### src/rtl/time_field_counter.sv
// time_field_counter
// Modulo counter for one clock-display time field (hours, minutes or seconds).
// Counts up or down, accepts range-checked synchronous loads, and produces
// registered carry/borrow pulses so that instances can be chained: the
// carryOut of the seconds field drives tickEn of the minutes field, and so on.
// The binary count is registered. The BCD digits and the AM/PM flag are
// decoded combinationally from the count, so they add no latency.

module time_field_counter #(
    parameter int WIDTH       = 5,
    parameter int MODULUS     = 24,
    parameter int RESET_VALUE = 0
) (
    input  logic             clk,
    input  logic             reset,
    input  logic             tickEn,
    input  logic             countDown,
    input  logic             loadEn,
    input  logic [WIDTH-1:0] loadValue,
    input  logic             mode12,
    output logic [WIDTH-1:0] outValue,
    output logic [3:0]       outTens,
    output logic [3:0]       outOnes,
    output logic             outPm,
    output logic             carryOut,
    output logic             borrowOut,
    output logic             loadErr
);

    // ------------------------------------------------------------------
    // Parameter sanity checks, reported at elaboration time
    // ------------------------------------------------------------------
    if (RESET_VALUE >= MODULUS) begin : g_bad_reset_value
        $error("time_field_counter: RESET_VALUE (%0d) must be below MODULUS (%0d)",
               RESET_VALUE, MODULUS);
    end
    if ((64'd1 << WIDTH) < 64'(MODULUS)) begin : g_bad_width
        $error("time_field_counter: WIDTH (%0d) too small for MODULUS (%0d)",
               WIDTH, MODULUS);
    end
    if ((MODULUS < 2) || (MODULUS > 99)) begin : g_bad_modulus
        $error("time_field_counter: MODULUS (%0d) outside 2..99", MODULUS);
    end

    // ------------------------------------------------------------------
    // Constants
    // ------------------------------------------------------------------
    // The 12-hour view only makes sense for a 24-hour field.
    localparam bit               IS_24   = (MODULUS == 24);
    localparam logic [WIDTH-1:0] MAX_C   = WIDTH'(MODULUS - 1);
    localparam logic [WIDTH-1:0] RESET_C = WIDTH'(RESET_VALUE);
    localparam logic [WIDTH:0]   MOD_C   = (WIDTH + 1)'(MODULUS);
    localparam logic [WIDTH-1:0] ONE_C   = WIDTH'(1);

    // ------------------------------------------------------------------
    // Helpers
    // ------------------------------------------------------------------
    // Binary (0..99) to two BCD digits. The value is reduced by repeated
    // subtraction of ten: nine compare/subtract stages cover the full
    // range and stay cheap as combinational logic.
    function automatic logic [7:0] bin2bcd(input logic [6:0] value);
        logic [3:0] tens;
        logic [6:0] rest;
        tens = 4'd0;
        rest = value;
        for (int i = 0; i < 9; i++) begin
            if (rest >= 7'd10) begin
                rest = rest - 7'd10;
                tens = tens + 4'd1;
            end else begin
                rest = rest;
                tens = tens;
            end
        end
        return {tens, rest[3:0]};
    endfunction

    // ------------------------------------------------------------------
    // State
    // ------------------------------------------------------------------
    logic [WIDTH-1:0] value_q,  value_d;
    logic             carry_q,  carry_d;
    logic             borrow_q, borrow_d;
    logic             err_q,    err_d;

    // Display path
    logic             load_ok_s;
    logic [6:0]       count7_s;
    logic [6:0]       disp_s;
    logic [7:0]       bcd_s;

    // A load is accepted only when the requested value is inside the range.
    assign load_ok_s = ({1'b0, loadValue} < MOD_C);

    // Next-state logic. Priority is load, then tick, then hold; reset is
    // applied in the register process. Pulse outputs default to low, so each
    // pulse lasts exactly one cycle unless the next cycle wraps again.
    always_comb begin
        value_d  = value_q;
        carry_d  = 1'b0;
        borrow_d = 1'b0;
        err_d    = 1'b0;
        if (loadEn) begin
            if (load_ok_s) begin
                value_d = loadValue;
            end else begin
                err_d   = 1'b1;
            end
        end else if (tickEn) begin
            if (countDown) begin
                if (value_q == {WIDTH{1'b0}}) begin
                    value_d  = MAX_C;
                    borrow_d = 1'b1;
                end else begin
                    value_d  = value_q - ONE_C;
                end
            end else begin
                if (value_q == MAX_C) begin
                    value_d = {WIDTH{1'b0}};
                    carry_d = 1'b1;
                end else begin
                    value_d = value_q + ONE_C;
                end
            end
        end else begin
            value_d = value_q;
        end
    end

    // Count and pulse registers with a synchronous active-high reset that
    // overrides any load or tick in the same cycle.
    always_ff @(posedge clk) begin
        if (reset) begin
            value_q  <= RESET_C;
            carry_q  <= 1'b0;
            borrow_q <= 1'b0;
            err_q    <= 1'b0;
        end else begin
            value_q  <= value_d;
            carry_q  <= carry_d;
            borrow_q <= borrow_d;
            err_q    <= err_d;
        end
    end

    // Display value. In 12-hour mode a 24-hour count maps 0 to 12 and
    // 13..23 to 1..11. mode12 only affects this view, never the count.
    always_comb begin
        count7_s = 7'(value_q);
        disp_s   = count7_s;
        if (mode12 && IS_24) begin
            if (count7_s == 7'd0) begin
                disp_s = 7'd12;
            end else if (count7_s > 7'd12) begin
                disp_s = count7_s - 7'd12;
            end else begin
                disp_s = count7_s;
            end
        end else begin
            disp_s = count7_s;
        end
    end

    assign bcd_s     = bin2bcd(disp_s);

    assign outValue  = value_q;
    assign outTens   = bcd_s[7:4];
    assign outOnes   = bcd_s[3:0];
    assign outPm     = IS_24 && (count7_s >= 7'd12);
    assign carryOut  = carry_q;
    assign borrowOut = borrow_q;
    assign loadErr   = err_q;

endmodule

### config.mk
export PLATFORM = sky130hd
export DESIGN_NAME = time_field_counter
export DESIGN_NICKNAME = d
export VERILOG_FILES = /design/src/rtl/time_field_counter.sv
export SDC_FILE = /design/constraint.sdc
export NUM_CORES = 1
export LEC_CHECK = 0
export BUFFER_PORTS_ARGS = -buffer_cell sky130_fd_sc_hd__buf_2
export CORE_ASPECT_RATIO = 1.1
export CORE_MARGIN = 2
export CORE_UTILIZATION = 55
export DETAILED_ROUTE_END_ITERATION = 12
export HOLD_SLACK_MARGIN = 0.03
export PLACE_DENSITY = 0.83
export SLEW_MARGIN = 10
export SYNTH_ARGS = -nofsm -noshare
export SYNTH_HDL_FRONTEND = slang
export SYNTH_SLANG_ARGS = --single-unit
### constraint.sdc
create_clock -name clk -period 20.4 [get_ports clk]
set_clock_uncertainty 0.05 [all_clocks]
set_input_delay 5.1 -clock clk [delete_from_list [all_inputs] [get_ports clk]]
set_output_delay 5.1 -clock clk [all_outputs]
set_load 0.005 [all_outputs]
==> flow_metrics.py, run 1 <==
metrics = {
    "status": {
        "status": "completed",
    },
    "synthesis": {
        "synth_warnings": 0,
        "avgSynthCellArea_sq_um": 7.445,
        "synth_fp_nets": 477,
        "synth_most_common_cell": "nand2_1",
        "synth_edf_count": 0,
        "synthTopCellsByCount": "47 x nand2_1, 32 x nor2_1, 24 x ha_1",
        "post-synth-top-area-cell": "ha_1",
        "syn_area_sq_um": 3291,
        "synthMuxAreaShare_pct": 7.300,
        "synthCells": 442,
        "ys_seq_elements": 8,
        "synthSimpleGateAreaFrac_pct": 27.38,
        "synth_xor_area_share_pct": 7.605,
        "ys_types": 102,
        "yosys-top-cells-area": "ha_1 9.1%, nand2_1 5.4%, dfxtp_1 4.9%, mux2i_1 4.6%, xnor2_1 4.3%",
        "synth_top_family_by_area": "compound AO/OA/AOI/OAI gates",
        "ys_seq_area_share_pct": 4.867,
        "async_flop_share_pct": 0,
        "synth_top_cell_area_share_pct": 9.125,
        "synth_compound_area_share_pct": 38.17,
        "synth_fa_ha_area_share_pct": 9.125,
        "synth-main-ff-cell": "dfxtp_1",
    },
    "floorplanning": {
        "row_count": 29,
        "ios": 28,
        "die_h_um": 85.13,
        "die_area_sq_um": 6618,
        "initial_core_util_pct": 57.04,
        "chipWidth_um": 77.75,
        "core_sq_um": 5769,
    },
    "drt": {
        "drtPass1Iterations": 6,
        "vias": 3905,
        "viasPerCell": 6.791,
        "wl_per_cell_um": 17.38,
        "drc": 0,
        "antenna_left": 0,
        "first_iter_violations": 472,
        "drt-total-wl_mm": 9.994,
    },
    "global_routing": {
        "grt_pass1_wl_mm": 14.79,
        "grt_overflow": 0,
        "grt_usage_pct": 25.95,
        "grt_max_degree": 23,
        "grt_pass1_vias": 3363,
        "grt_antenna_before_repair": 0,
    },
    "final_layout": {
        "fin_nets": 535,
        "area_growth_pct": 19.77,
        "drive_above_1_share_pct": 30.52,
        "fillCellCount": 420,
        "stdcell_count": 575,
        "antennaDiodeCount": 0,
    },
    "timing": {
        "setup_viol": 0,
        "fmax_mhz": 49.57,
        "final_hold_viol_count": 0,
        "finalCritPeriodShare_pct": 98.90,
        "fin_crit_ns": 20.18,
        "finalMaxSlewViolations": 0,
        "slew_headroom_pct": 41.68,
        "worst_pin_slew_ns": 0.8733,
        "tns_ns": 0,
    },
    "clocking": {
        "clockBufferDepth": 2,
        "clock-sinks": 8,
        "clk_pin_slew_worst_paths_ns": 0.04,
        "numCtsBuffers": 3,
        "postCtsHoldBufs": 0,
        "clk_latency_ns": 0.22,
        "clock-root-buffer": "clkbuf_8",
        "h-tree-depth": 1,
        "cts_tree": "built",
    },
    "critical_path": {
        "critPathSlowestCell": "a311o_1",
        "crit_arrival_ns": 15.03,
        "startpoint_type": "primary input",
        "cp_common_cell": "inv_1",
        "path_max_fanout": 10,
        "cpPeakStageDelay_ns": 0.39,
        "crit_path_end_kind": "primary output",
        "cp_top_family": "compound AO/OA/AOI/OAI gates",
        "crit_type": "primary input to primary output",
        "worstPathRequired_ns": 15.25,
        "cp.buffers_inverters": 12,
    },
    "place": {
        "gp_congestion": 0.8607,
        "dp_cells": 554,
        "place_hpwl_mm": 6.762,
        "port_buffers": 27,
    },
    "flow_run": {
        "drv_cap": 0,
    },
    "min_path": {
        "hp-class": "flop to flop",
    },
}
[repair_timing]
| action | in CTS | in global routing |
|---|---|---|
| pin swaps | 2 | 19 |
| endpoints found under the hold margin | 0 | 0 |
| buffers inserted | 2 | 16 |
| setup endpoints to repair | 6 | 7 |
| gates resized for setup | 2 | 40 |
[cell usage in the layout (no fill, tap or decap), types with 10 or more instances in the layout]
| master | netlist | routed |
|---|---|---|
| ha_1 | 24 | 19 |
| nand2_1 | 47 | 44 |
| nand3_1 | 21 | 20 |
| nor2_1 | 32 | 30 |
| o21ai_0 | 22 | 17 |
| nor3_1 | 13 | 13 |
| buf_2 | 5 | 26 |
| xnor2_1 | 16 | 13 |
| a21oi_1 | 20 | 19 |
| inv_1 | 21 | 20 |
| mux2i_1 | 15 | 14 |
| buf_4 | 2 | 41 |
| and2_1 | 10 | 10 |
[per-stage QoR]
step	instance area (sq um)	setup slack, ns	utilization [%]	hold WS, ns
final	3941	0.2248	68.31	0.5890
after global routing	3941	-0.3663	68.31	0.6685
after CTS	3671	0.01994	63.63	0.5797
after detailed placement	3602	-0.2203	62.44	0.5742
after global placement	3602	0.2579	62.44	0.5526
after floorplan	3291	0.02090	-	0.5135
[layer usage]
metal / track usage, % / routed length, um / vias up
met4: 7.792 / 244 / 0
met1: 32.94 / 4075 / 1814
met2: 46.87 / 4950 / 252
met3: 1.596 / 723 / 46
met5: 0 / 0 / -
li1: - / - / 1793
[sequential cells by signal, summed over array words and instances, names as in the netlist]
signal / flops
loadErr: 1
outValue: 5
borrowOut: 1
carryOut: 1
[kinds of logic after synthesis]
kind of cell	after synthesis
simple gates	170
mux	23
compound gates	152
fa+ha+maj	24
xor+xnor	26
flops	8
buf+inv	39
[cell type report]
class                      count  area, sq um  area share (%)
multi-input combinational    395         3104           78.76
timing repair buffer          68        449.2           11.40
sequential                     8        160.2           4.064
tap                           77        96.34           2.444
inverter                      24        90.09           2.286
clock buffer                   3        41.29           1.048
[worst paths after layout]
kind | from | cells past startpoint | slack [ns] | to
max reg2reg | outValue[2] | 7 | 18.09 | outValue[4]
max | mode12 | 60 | 0.22 | outTens[3]
min | outValue[1] | 2 | 0.59 | outValue[1]
min reg2reg | outValue[1] | 2 | 0.59 | outValue[1]
[tightest hold or removal path, delay by kind of cell, from the launching register on]
kind	cells	cell delay, ns
flops	1	0.38
mux	1	0.16
simple gates	1	0.05
Power of run 1 is left out: the tool's default activity adds up to more than one toggle a clock period on the data nets, which glitch-free logic cannot reach.
==> run 2: changes to the inputs <==
--- a/config.mk
+++ b/config.mk
@@ -7,7 +7,7 @@
 export LEC_CHECK = 0
 export BUFFER_PORTS_ARGS = -buffer_cell sky130_fd_sc_hd__buf_2
 export CORE_ASPECT_RATIO = 1.1
-export CORE_MARGIN = 2
+export CORE_MARGIN = 4
 export CORE_UTILIZATION = 55
 export DETAILED_ROUTE_END_ITERATION = 12
 export HOLD_SLACK_MARGIN = 0.03
==> flow_metrics.py, run 2 (same netlist as run 1, synthesis figures left out) <==
metrics = {
    "critical_path": {
        "reg2reg_depth": 7,
        "worstPathRequired_ns": 15.25,
        "crit_type": "primary input to primary output",
        "startpoint_type": "primary input",
        "cp_common_cell": "ha_1",
        "crit_path_end_kind": "primary output",
        "path_max_fanout": 10,
        "crit_arrival_ns": 14.96,
        "reg2reg_from": "outValue[2]",
        "cpPeakStageDelay_ns": 0.38,
        "reg2reg_slack_ns": 18.09,
        "reg2reg_to": "outValue[4]",
        "critPathSlowestCell": "a2111oi_4",
    },
    "min_path": {
        "hp-class": "flop to flop",
        "hold_end": "outValue[1]",
        "hold_path_depth": 2,
        "hp-start": "outValue[1]",
    },
    "final_layout": {
        "fin_nets": 531,
        "fillCellCount": 474,
        "area_growth_pct": 16.92,
        "antennaDiodeCount": 0,
        "final_cell_mix": "45 x nand2_1, 37 x buf_4, 31 x nor2_1",
        "stdcell_count": 571,
        "design_area_sq_um": 3847,
        "drive_above_1_share_pct": 27.53,
        "layout_commonest_cell": "nand2_1",
        "largest_reg_flops": 5,
    },
    "drt": {
        "met2_length_mm": 4.169,
        "drt-total-wl_mm": 8.768,
        "antenna_left": 0,
        "first_iter_violations": 433,
        "top_layer": "met4",
        "drtPass1Iterations": 5,
        "dr_wl_met3_um": 541,
        "drc": 0,
        "drt-met1-wl_mm": 3.917,
        "vias": 3717,
        "wl_per_cell_um": 15.36,
        "viasPerCell": 6.510,
    },
    "global_routing": {
        "grt_usage_pct": 23.29,
        "grt_antenna_before_repair": 0,
        "grt_pass1_vias": 3285,
        "grt_pass1_wl_mm": 14.28,
        "grt_max_degree": 23,
        "grt_overflow": 0,
    },
    "timing": {
        "fin_ws_ns": 0.2937,
        "finalCritPeriodShare_pct": 98.56,
        "slew_headroom_pct": 43.83,
        "worst_pin_slew_ns": 0.8410,
        "setup_viol": 0,
        "fmax_mhz": 49.74,
        "finalMaxSlewViolations": 0,
        "final_hold_viol_count": 0,
        "fin_crit_ns": 20.11,
    },
    "flow_run": {
        "drv_cap": 0,
    },
    "clocking": {
        "clk_latency_ns": 0.23,
        "clockBufferDepth": 2,
        "cts_tree": "built",
        "numCtsBuffers": 3,
        "postCtsHoldBufs": 0,
        "clock-sinks": 8,
        "clock-root-buffer": "clkbuf_8",
        "clk_pin_slew_worst_paths_ns": 0.04,
        "h-tree-depth": 1,
    },
    "floorplanning": {
        "row_count": 29,
        "initial_core_util_pct": 56.68,
        "core_sq_um": 5806,
        "die_area_sq_um": 7286,
        "die_h_um": 89.13,
        "ios": 28,
        "chipWidth_um": 81.75,
    },
    "place": {
        "place_hpwl_mm": 6.529,
        "pre_cts_ws_ns": -0.1797,
        "dpl-instance-area_sq_um": 3610,
        "port_buffers": 27,
        "gp_congestion": 0.9738,
        "dp_cells": 555,
    },
    "status": {
        "status": "completed",
    },
}
==> run 2: cell count changes in the layout (fill, tap and decap cells not counted), sizes merged <==
cell    before  now
buf         68   63
clkbuf       3    4
==> run 2: worst max-delay path by stage <==
stage	from	to	slack, ns
2_1_floorplan	mode12	outTens[1]	0.02
3_3_place_gp	mode12	outTens[1]	0.14
3_5_place_dp	mode12	outOnes[2]	-0.18
4_1_cts	mode12	outOnes[2]	0.07
5_1_grt	mode12	outTens[3]	-0.32
6_report	mode12	outTens[3]	0.29
==> run 2: repair_timing <==
item                       CTS  global route
resized for setup            3            23
buffers inserted             1            12
pin swaps                    1             8
setup endpoints to repair    6             7
==> run 2: area by class of cell <==
cell class / count / area [sq um] / share of cell area, %
multi-input cells: 395 / 3044 / 79.12
repair buffers: 64 / 415.4 / 10.80
flip-flops and latches: 8 / 160.2 / 4.163
well taps: 77 / 96.34 / 2.504
inverters: 24 / 90.09 / 2.341
clock buffers: 3 / 41.29 / 1.073
==> run 2: routing by layer <==
metal	track usage, %	vias up
li1	-	1795
met1	32.50	1732
met2	38.80	167
met3	1.714	23
met4	5.740	0
met5	0	-
==> run 2: stage by stage <==
step                      util, %  TNS [ns]  hold slack (ns)
after floorplan                 -         0           0.5135
after global placement      62.18         0           0.5426
after detailed placement    62.18   -0.6098           0.5407
after CTS                   63.30         0           0.5521
after global routing        66.27    -1.212           0.5986
final                       66.27         0           0.5585
==> run 2: critical path: cells and delay by family <==
| kind | cells | cell delay, ns |
|---|---|---|
| fa+ha+maj | 9 | 1.85 |
| xor+xnor | 4 | 0.62 |
| simple gates | 13 | 1.65 |
| buf+inv | 14 | 1.67 |
| compound gates | 20 | 3.86 |
| mux | 1 | 0.19 |
Power of run 2 is left out for the same reason.
==> run 3: changes to the inputs <==
--- a/config.mk
+++ b/config.mk
@@ -8,10 +8,10 @@
 export BUFFER_PORTS_ARGS = -buffer_cell sky130_fd_sc_hd__buf_2
 export CORE_ASPECT_RATIO = 1.1
 export CORE_MARGIN = 4
-export CORE_UTILIZATION = 55
+export CORE_UTILIZATION = 56
 export DETAILED_ROUTE_END_ITERATION = 12
 export HOLD_SLACK_MARGIN = 0.03
-export PLACE_DENSITY = 0.83
+export PLACE_DENSITY = 0.84
 export SLEW_MARGIN = 10
 export SYNTH_ARGS = -nofsm -noshare
 export SYNTH_HDL_FRONTEND = slang
==> flow_metrics.py, run 3 (same netlist as run 1, synthesis figures left out) <==
metrics = {
    "status": {
        "status": "completed",
    },
    "final_layout": {
        "antennaDiodeCount": 0,
        "drive_above_1_share_pct": 29.00,
        "layout_commonest_cell": "nand2_1",
        "final_cell_mix": "44 x nand2_1, 43 x buf_4, 31 x nor2_1",
        "largest_reg_flops": 5,
        "fin_nets": 537,
        "fillCellCount": 466,
        "area_growth_pct": 19.09,
    },
    "drt": {
        "wl_per_cell_um": 16.12,
        "first_iter_violations": 285,
        "drc": 0,
        "antenna_left": 0,
        "vias": 3713,
        "viasPerCell": 6.435,
        "drtPass1Iterations": 5,
        "drt-total-wl_mm": 9.302,
    },
    "timing": {
        "fmax_mhz": 49.73,
        "fin_crit_ns": 20.11,
        "slew_headroom_pct": 44.60,
        "setup_viol": 0,
        "holdWs_ns": 0.5770,
        "finalCritPeriodShare_pct": 98.58,
        "final_hold_viol_count": 0,
        "worst_pin_slew_ns": 0.8294,
        "finalMaxSlewViolations": 0,
    },
    "flow_run": {
        "drv_cap": 0,
    },
    "floorplanning": {
        "row_count": 29,
        "die_area_sq_um": 7168,
        "ios": 28,
        "die_h_um": 88.40,
        "initial_core_util_pct": 57.40,
        "chipWidth_um": 81.09,
        "core_sq_um": 5733,
    },
    "place": {
        "gp_congestion": 0.8792,
        "port_buffers": 27,
        "place_hpwl_mm": 6.763,
    },
    "clocking": {
        "cts_tree": "built",
        "h-tree-depth": 1,
        "clockBufferDepth": 2,
        "clk_latency_ns": 0.23,
        "numCtsBuffers": 3,
        "clock-sinks": 8,
        "clock-root-buffer": "clkbuf_8",
        "clk_pin_slew_worst_paths_ns": 0.04,
    },
    "critical_path": {
        "crit_arrival_ns": 14.96,
        "crit_type": "primary input to primary output",
        "startpoint_type": "primary input",
        "crit_path_end_kind": "primary output",
        "critPathSlowestCell": "a2111oi_4",
        "reg2reg_slack_ns": 18.15,
        "worstPathRequired_ns": 15.25,
        "cp_common_cell": "ha_1",
        "cpPeakStageDelay_ns": 0.51,
        "path_max_fanout": 10,
    },
    "global_routing": {
        "grt_overflow": 0,
        "grt_pass1_vias": 3248,
        "grt_max_degree": 23,
        "grt_antenna_before_repair": 0,
        "grt_pass1_wl_mm": 14.55,
        "grt_usage_pct": 24.07,
    },
    "min_path": {
        "hp-class": "flop to flop",
    },
}
## run 3: cell types whose count changed in the layout (fill, tap and decap cells not counted), sizes merged
cell  delta
buf      +6
## run 3: area by class of cell
| type | instances | area, sq um | share of cell area, % |
|---|---|---|---|
| inverters | 24 | 90.09 | 2.299 |
| flip-flops and latches | 8 | 160.2 | 4.087 |
| repair buffers | 70 | 460.4 | 11.75 |
| well taps | 77 | 96.34 | 2.458 |
| clock buffers | 3 | 41.29 | 1.054 |
| multi-input cells | 395 | 3070 | 78.35 |
## run 3: what timing repair did
action / 4_1_cts / 5_1_grt
cloned: 0 / 0
pin swaps: 1 / 17
endpoints found under the setup margin: 6 / 7
hold buffers: 0 / 0
resized for setup: 2 / 30
setup buffers: 2 / 14
## run 3: worst paths after layout
check / from / endpoint / cells past startpoint
setup / recovery: mode12 / outTens[1] / 58
setup reg to reg: outValue[2] / outValue[4] / 7
hold reg to reg: outValue[1] / outValue[1] / 2
hold / removal: outValue[1] / outValue[1] / 2
## run 3: per-layer routing
| layer | vias to the layer above | global-route usage (%) | share of wire (%) |
|---|---|---|---|
| li1 | 1811 | - | - |
| met1 | 1752 | 32.86 | 45 |
| met2 | 132 | 42.79 | 49 |
| met3 | 18 | 0.9165 | 4.7 |
| met4 | 0 | 3.533 | 1.2 |
| met5 | - | 0 | 0 |
## run 3: per-stage QoR
stage / util [%] / setup TNS (ns) / instance area [sq um] / setup WS, ns / std cells
after floorplan: - / 0 / 3291 / 0.02090 / 442
after global placement: 63.36 / 0 / 3632 / 0.2774 / 558
after detailed placement: 63.36 / -0.6095 / 3632 / -0.1668 / 558
after CTS: 64.40 / 0 / 3692 / 0.04654 / 563
after global routing: 68.35 / -1.969 / 3919 / -0.3928 / 577
final: 68.35 / 0 / 3919 / 0.2900 / 577
## run 3: critical path: cells and delay by family
family | cells | cell delay (ns)
buffers and inverters | 12 | 1.39
muxes | 3 | 0.78
adders and majority gates | 9 | 1.93
AOI/OAI and AO/OA | 16 | 3.19
and+or+nand+nor | 17 | 2.35
xor gates and xnor gates | 1 | 0.19
Power of run 3 is left out for the same reason.
